**config.mk**
```make
export PLATFORM = sky130hd
export DESIGN_NAME = shift_add_mult_flat
export DESIGN_NICKNAME = d
export VERILOG_FILES = /design/src/rtl/shift_add_mult_if.sv /design/src/rtl/shift_add_mult.sv /design/src/flat_wrapper.sv
export SDC_FILE = /design/constraint.sdc
export NUM_CORES = 1
export LEC_CHECK = 0
export CAP_MARGIN = 20
export CORE_MARGIN = 4
export CORE_UTILIZATION = 50
export CTS_CLUSTER_SIZE = 30
export DETAILED_ROUTE_END_ITERATION = 8
export DONT_BUFFER_PORTS = 1
export GPL_TIMING_DRIVEN = 1
export PLACE_DENSITY_LB_ADDON = 0.05
export SLEW_MARGIN = 40
export SYNTH_ARGS = -nofsm -noshare
export SYNTH_HDL_FRONTEND = slang
export SYNTH_SLANG_ARGS = --single-unit
```
**constraint.sdc**
```tcl
create_clock -name clock -period 6.5 [get_ports clock]
set_input_delay 0.65 -clock clock [delete_from_list [all_inputs] [get_ports clock]]
set_output_delay 0.65 -clock clock [all_outputs]
set_load 0.1 [all_outputs]
```
**src/rtl/shift_add_mult_if.sv**
```systemverilog
// Operand/result bundle for the sequential shift-add multiplier.
interface shift_add_mult_if #(
  parameter int WIDTH = 8
);
  logic               start;
  logic               signed_mode;
  logic [WIDTH-1:0]   a;
  logic [WIDTH-1:0]   b;
  logic [2*WIDTH-1:0] product;
  logic               busy;
  logic               ready;

  modport master (
    output start, signed_mode, a, b,
    input  product, busy, ready
  );

  modport slave (
    input  start, signed_mode, a, b,
    output product, busy, ready
  );
endinterface

```
**src/rtl/shift_add_mult.sv**
```systemverilog
// Radix-2 shift-add multiplier: one ADD and one SHIFT cycle per multiplier bit,
// signed operands handled as sign-magnitude with a final negate (FIX) step.
module shift_add_mult #(
  parameter int WIDTH     = 8,
  parameter bit SIGNED_EN = 1'b1
) (
  input  logic            clock,
  input  logic            n_rst,
  shift_add_mult_if.slave bus
);
  localparam int CNT_W = $clog2(WIDTH + 1);
  localparam logic [CNT_W-1:0] CNT_LOAD = CNT_W'(WIDTH);
  localparam logic [CNT_W-1:0] CNT_ONE  = CNT_W'(1);
  localparam logic [CNT_W-1:0] CNT_ZERO = '0;

  typedef enum logic [2:0] {
    IDLE  = 3'd0,
    ADD   = 3'd1,
    SHIFT = 3'd2,
    FIX   = 3'd3,
    DONE  = 3'd4
  } state_t;

  state_t             r_state, w_state_next;
  logic [WIDTH:0]     r_acc, w_acc_next;
  logic [WIDTH-1:0]   r_q, w_q_next;
  logic [WIDTH-1:0]   r_m, w_m_next;
  logic [CNT_W-1:0]   r_count, w_count_next;
  logic               r_neg, w_neg_next;
  logic               r_signed, w_signed_next;
  logic [2*WIDTH-1:0] r_product;
  logic               w_load_product;

  logic               w_signed_in;
  logic [WIDTH-1:0]   w_a_mag;
  logic [WIDTH-1:0]   w_b_mag;
  logic [2*WIDTH-1:0] w_low;
  logic [2*WIDTH-1:0] w_low_neg;

  // Magnitude of the most negative value wraps to 2^(WIDTH-1), which is exact unsigned.
  assign w_signed_in = SIGNED_EN && bus.signed_mode;
  assign w_a_mag     = (w_signed_in && bus.a[WIDTH-1]) ? -bus.a : bus.a;
  assign w_b_mag     = (w_signed_in && bus.b[WIDTH-1]) ? -bus.b : bus.b;
  assign w_low       = {r_acc[WIDTH-1:0], r_q};
  assign w_low_neg   = -w_low;

  always_comb begin
    w_state_next   = r_state;
    w_acc_next     = r_acc;
    w_q_next       = r_q;
    w_m_next       = r_m;
    w_count_next   = r_count;
    w_neg_next     = r_neg;
    w_signed_next  = r_signed;
    w_load_product = 1'b0;

    case (r_state)
      IDLE, DONE: begin
        if (bus.start) begin
          w_m_next      = w_a_mag;
          w_q_next      = w_b_mag;
          w_acc_next    = '0;
          w_count_next  = CNT_LOAD;
          w_signed_next = w_signed_in;
          w_neg_next    = w_signed_in && (bus.a[WIDTH-1] ^ bus.b[WIDTH-1]);
          w_state_next  = ADD;
        end
      end
      ADD: begin
        if (r_q[0]) begin
          w_acc_next = r_acc + {1'b0, r_m};
        end
        w_count_next = (r_count != CNT_ZERO) ? r_count - CNT_ONE : CNT_ZERO;
        w_state_next = SHIFT;
      end
      SHIFT: begin
        {w_acc_next, w_q_next} = {r_acc, r_q} >> 1;
        if (r_count != CNT_ZERO) begin
          w_state_next = ADD;
        end else if (r_signed) begin
          w_state_next = FIX;
        end else begin
          w_state_next   = DONE;
          w_load_product = 1'b1;
        end
      end
      FIX: begin
        if (r_neg) begin
          {w_acc_next, w_q_next} = {1'b0, w_low_neg};
        end
        w_state_next   = DONE;
        w_load_product = 1'b1;
      end
      default: begin
        w_state_next = IDLE;
      end
    endcase
  end

  always_ff @(posedge clock or negedge n_rst) begin
    if (!n_rst) begin
      r_state   <= IDLE;
      r_acc     <= '0;
      r_q       <= '0;
      r_m       <= '0;
      r_count   <= '0;
      r_neg     <= 1'b0;
      r_signed  <= 1'b0;
      r_product <= '0;
    end else begin
      r_state  <= w_state_next;
      r_acc    <= w_acc_next;
      r_q      <= w_q_next;
      r_m      <= w_m_next;
      r_count  <= w_count_next;
      r_neg    <= w_neg_next;
      r_signed <= w_signed_next;
      // Result only moves on the edge that enters DONE.
      if (w_load_product) begin
        r_product <= {w_acc_next[WIDTH-1:0], w_q_next};
      end
    end
  end

  assign bus.product = r_product;
  assign bus.busy    = (r_state == ADD) || (r_state == SHIFT) || (r_state == FIX);
  assign bus.ready   = (r_state == DONE);
endmodule

```
**src/flat_wrapper.sv**
```systemverilog
// flat-port wrapper written by rule: the top's interface ports become plain ports
module shift_add_mult_flat 
#(
  parameter int WIDTH     = 8,
  parameter bit SIGNED_EN = 1'b1
)
  (clock, n_rst, bus_start, bus_signed_mode, bus_a, bus_b, bus_product, bus_busy, bus_ready);
  shift_add_mult_if #(.WIDTH(WIDTH)) bus_i ();
  input  logic clock;
  input  logic n_rst;
  input wire logic [$bits(bus_i.start)-1:0] bus_start;
  input wire logic [$bits(bus_i.signed_mode)-1:0] bus_signed_mode;
  input wire logic [$bits(bus_i.a)-1:0] bus_a;
  input wire logic [$bits(bus_i.b)-1:0] bus_b;
  output wire logic [$bits(bus_i.product)-1:0] bus_product;
  output wire logic [$bits(bus_i.busy)-1:0] bus_busy;
  output wire logic [$bits(bus_i.ready)-1:0] bus_ready;
  assign bus_i.start = bus_start;
  assign bus_i.signed_mode = bus_signed_mode;
  assign bus_i.a = bus_a;
  assign bus_i.b = bus_b;
  assign bus_product = bus_i.product;
  assign bus_busy = bus_i.busy;
  assign bus_ready = bus_i.ready;
  shift_add_mult #(.WIDTH(WIDTH), .SIGNED_EN(SIGNED_EN)) u_core (.clock(clock), .n_rst(n_rst), .bus(bus_i));
endmodule
```
=== Yosys cells after proc, flatten, opt, wreduce, memory -nomap -nowiden ===
Index checks and enable logic that the tools add are counted.

* Register bits after elaboration: 50
* Input port bits: 20
* Output and inout bits: 18
* Logic and storage cells: 54

* $add $sub $neg: 5
* Equal/unequal tests: 7
* Multiplexer cells: 19
* Bitwise gates (word level): 1
* Reductions and logical operators: 13

{| class="wikitable"
|+ Operators by type and width
! kind !! number
|-
| $pmux 9 s4 || 1
|-
| $mux 8 || 4
|-
| $mux 9 || 3
|-
| $pmux 8 s3 || 1
|-
| $neg 16->16 || 1
|-
| $neg 8->8 || 2
|-
| $pmux 3 s4 || 1
|-
| $add 9x8->9 || 1
|-
| $mux 3 || 3
|-
| $mux 4 || 2
|-
| $pmux 4 s2 || 1
|-
| $reduce_bool 4->1 || 2
|-
| $eq 3x2->1 const B || 2
|-
| $ne 2x1->1 const B || 2
|-
| $reduce_and 2->1 || 2
|-
| $reduce_and 4->1 || 1
|-
| $sub 4x1->4 const B || 1
|-
| $eq 3x1->1 const B || 1
|-
| $eq 3x3->1 const B || 1
|-
| $logic_and 1x1->1 || 3
|-
| $logic_not 3->1 || 1
|-
| $logic_or 1x1->1 || 2
|-
| $mux 1 || 2
|-
| $ne 2x2->1 const B || 1
|-
| 4 further kinds || 4
|}

=== Depth between registers and ports, before layout ===
* Depth in word-level cells: 4
* Gate-level depth with buffers: 9
* Depth with buffers taken out: 8

=== Worst setup path before layout ===
No wires, ideal clock.

* Kind: reg-to-output
* Start: register u_core.r_state[2]
* End: output port bus_ready
* Arrival: 2061 ps
* Data required time: 5850 ps
* Setup slack: 3789 ps
* Stages on the path, launching flop included: 4
* Path buffers: 1
* Cells stage by stage: dfrtp_1 > clkbuf_1 > clkinv_1 > nor2_1

* Cells in the longest elaborated chain, start to end: 1

{| class="wikitable"
|+ RTL lines
! what !! line !! text
|-
| start: declaration || shift_add_mult.sv:24 || <nowiki>state_t r_state, w_state_next;</nowiki>
|-
| start signal: assignment || shift_add_mult.sv:111 || <nowiki>r_state <= w_state_next;</nowiki>
|-
| $eq 3x3->1 || shift_add_mult.sv:127 || <nowiki>assign bus.ready = (r_state == DONE);</nowiki>
|-
| end: declaration || flat_wrapper.sv:17 || <nowiki>output wire logic [$bits(bus_i.ready)-1:0] bus_ready;</nowiki>
|}

No other way between the ends.

=== Final worst setup path ===
Ends and elaborated chain as after synthesis.

==> flow_summary.json <==
{
  "status": "finished, final reports clean",
  "grt_overflow": 0,
  "rsz0062_at_grt": "false",
  "slowest_stage": "dfrtp_1",
  "synth_edf_count": 0,
  "drc": 0,
  "h-tree-depth": 2,
  "grtUsageTotal_pct": 21.8,
  "area_growth_pct": 6.52,
  "yosysSeqAreaShare_pct": 37.3,
  "hold_viol": 0,
  "r2r-start": "u_core.r_count[0]",
  "fin_crit_ps": 2950,
  "startpoint_type": "register",
  "path_class": "reg -> out",
  "syn-num-nets": 427,
  "finalSetupViolCount": 0,
  "initial_core_util_pct": 52.3,
  "min_period_over_period_pct": 45.3,
  "numPortBuffers": 0,
  "clk_pin_slew_ps": 90,
  "gp_congestion": 0.972,
  "grt_max_degree": 51,
  "yosys-top-cells-area": "dfrtp_1 (37%), o21ai_0 (5.4%), ha_1 (4.8%)",
  "crit_buf_inv": 1,
  "max_slew_margin_pct": 40.6,
  "synth_area_per_cell_sq_um": 8.54,
  "drv_cap": 0,
  "routed_wl_microns": 8970,
  "fp.dieW_microns": 89.9,
  "worst_r2r_path_depth": 6,
  "worstPathRequired_ps": 5850,
  "placementRows": 29,
  "final_common_cell": "nand2_1",
  "grt_pass1_vias": 2792,
  "vias": 2990,
  "grt_pass1_wl_microns": 14400,
  "max_freq_ghz": 0.340,
  "worstSkewPairLatency_ps": 310,
  "synth_top_area_cell": "dfrtp_1",
  "maxSlewViolCount": 0,
  "finClkSkew_ps": 5.33,
  "finalSetupTns_ps": 0,
  "nets": 418,
  "post_dp_cell_area_sq_mm": 0.00340,
  "drive_above_1_share_pct": 11.2,
  "diodes": 0,
  "cpPeakStageDelay_ps": 790,
  "first_iter_violations": 330,
  "cts_tree": "yes",
  "wl_per_cell_microns": 19.4,
  "die_area_sq_mm": 0.00809,
  "end_kind": "primary output",
  "ios": 38,
  "vias_per_cell": 6.47,
  "die_height_microns": 89.9,
  "final_cell_mix": "nand2_1 (39), o21ai_0 (36), dfrtp_1 (36)",
  "final_antenna_net_count": 0,
  "synthArstFlopShare_pct": 100,
  "cts.sinks": 50,
  "synth_cells": 393,
  "worstPathArrival_ps": 2300,
  "worstHoldPathType": "in -> async",
  "ys_warn_count": 0,
  "fin_area_sq_mm": 0.00358,
  "rrSetupSlack_ps": 3810,
  "synth.distinct_cells": 62,
  "core-area_sq_mm": 0.00642,
  "cts_root_buffer": "clkbuf_8",
  "cp_top_family": "flip-flops",
  "cts.repair_timing.setup_buffer_count": 0,
  "path_cells": "clkinv_1 -> nor2_4",
  "dr.pass1.iters": 6,
  "cts_buffer_depth": 2,
  "synth_top_flop_cell": "dfrtp_1",
  "utilization_pct": 55.7,
  "tightest_slew_ps": 890,
  "antenna_found_initial": 0,
  "synth.ff_latch_count": 50,
  "mappedNetlistArea_sq_mm": 0.00336,
  "r2r_end": "u_core.bus.product[2]",
  "dp_hpwl_microns": 6430,
  "crit_fanout": 17,
  "synth_top_area_share_pct": 37.3,
  "numCtsBuffers": 5
}
-- worst reg2reg max path: cells and delay by family (launching register included) --
kind | cells | cell delay (ps)
DFF | 1 | 410
buffers and inverters | 1 | 90
adders and majority gates | 1 | 190
muxes | 1 | 420
AOI/OAI and AO/OA | 1 | 350
and+or+nand+nor | 2 | 1130
-- flip-flops by register name, indices dropped and copies added (netlist names) --
name and cells:
u_core.bus.product 16, u_core.r_acc 9, u_core.r_m 8, u_core.r_q 8, u_core.r_count 4, u_core.r_state 3, u_core.r_neg 1, u_core.r_signed 1
-- Yosys cell counts (4+ instances only) --
cell type,instances
a211oi_1,4
a21oi_1,25
nand3_1,7
a22oi_1,4
buf_2,4
o21ai_1,4
nor2_1,30
nand2b_1,5
o22ai_1,6
o31ai_1,6
xor2_1,8
mux2_2,5
clkbuf_1,17
nor3_1,11
a31oi_1,10
nor2b_1,4
dfrtp_1,50
or3_1,5
ha_1,13
nand2_1,39
xnor2_1,14
inv_1,22
o21ai_0,36
-- stage by stage --
stage | hold WS, ps | instances | setup slack, ps
floorplan | 354 | 393 | 3790
global placement | 356 | 450 | 3730
detailed placement | 356 | 450 | 3820
CTS | 13.1 | 458 | 3600
global route | 141 | 462 | 3480
finish | 151 | 462 | 3550
-- logic make-up after synthesis --
group / Yosys count / share of synthesized area, %
compound gates: 130 / 25.5
simple gates: 124 / 18.1
flops: 50 / 37.3
buf+inv: 45 / 5.18
xor+xnor: 22 / 5.74
fa+ha+maj: 14 / 5.44
mux: 8 / 2.72
-- cell type report --
class                      instances  area, sq um
timing repair buffer               5         57.6
clock buffer                       8          110
inverter                          24         90.1
sequential                        50         1270
tap                               77         96.3
fill                             585         2850
multi-input combinational        298         1950
-- routing by layer --
layer | part of all wire (%) | GRT usage [%] | wire (microns) | vias up
met5 | 0 | 0 | 0 | -
met4 | 1.8 | 5.36 | 162 | 0
met3 | 7.8 | 6.34 | 699 | 18
met2 | 42 | 31.6 | 3760 | 139
met1 | 48 | 31.9 | 4340 | 1413
li1 | - | - | - | 1420
-- worst max-delay path by stage --
| stage | startpoint | end | cells past startpoint |
|---|---|---|---|
| global placement | u_core.r_state[2] | bus_ready | 2 |
| global route | u_core.r_state[2] | bus_ready | 2 |
| floorplan | u_core.r_state[2] | bus_ready | 3 |
| CTS | u_core.r_state[2] | bus_ready | 2 |
| detailed placement | u_core.r_state[1] | u_core.r_acc[5] | 5 |
| finish | u_core.r_state[2] | bus_ready | 2 |
-- what timing repair did --
action | in CTS | in global routing
hold buffers | 0 | 4
hold endpoints to repair | 0 | 32
resized for setup | 0 | 0
Power is not shown: default switching activity piles up to over one toggle a cycle in this logic, so the estimate is an artifact.
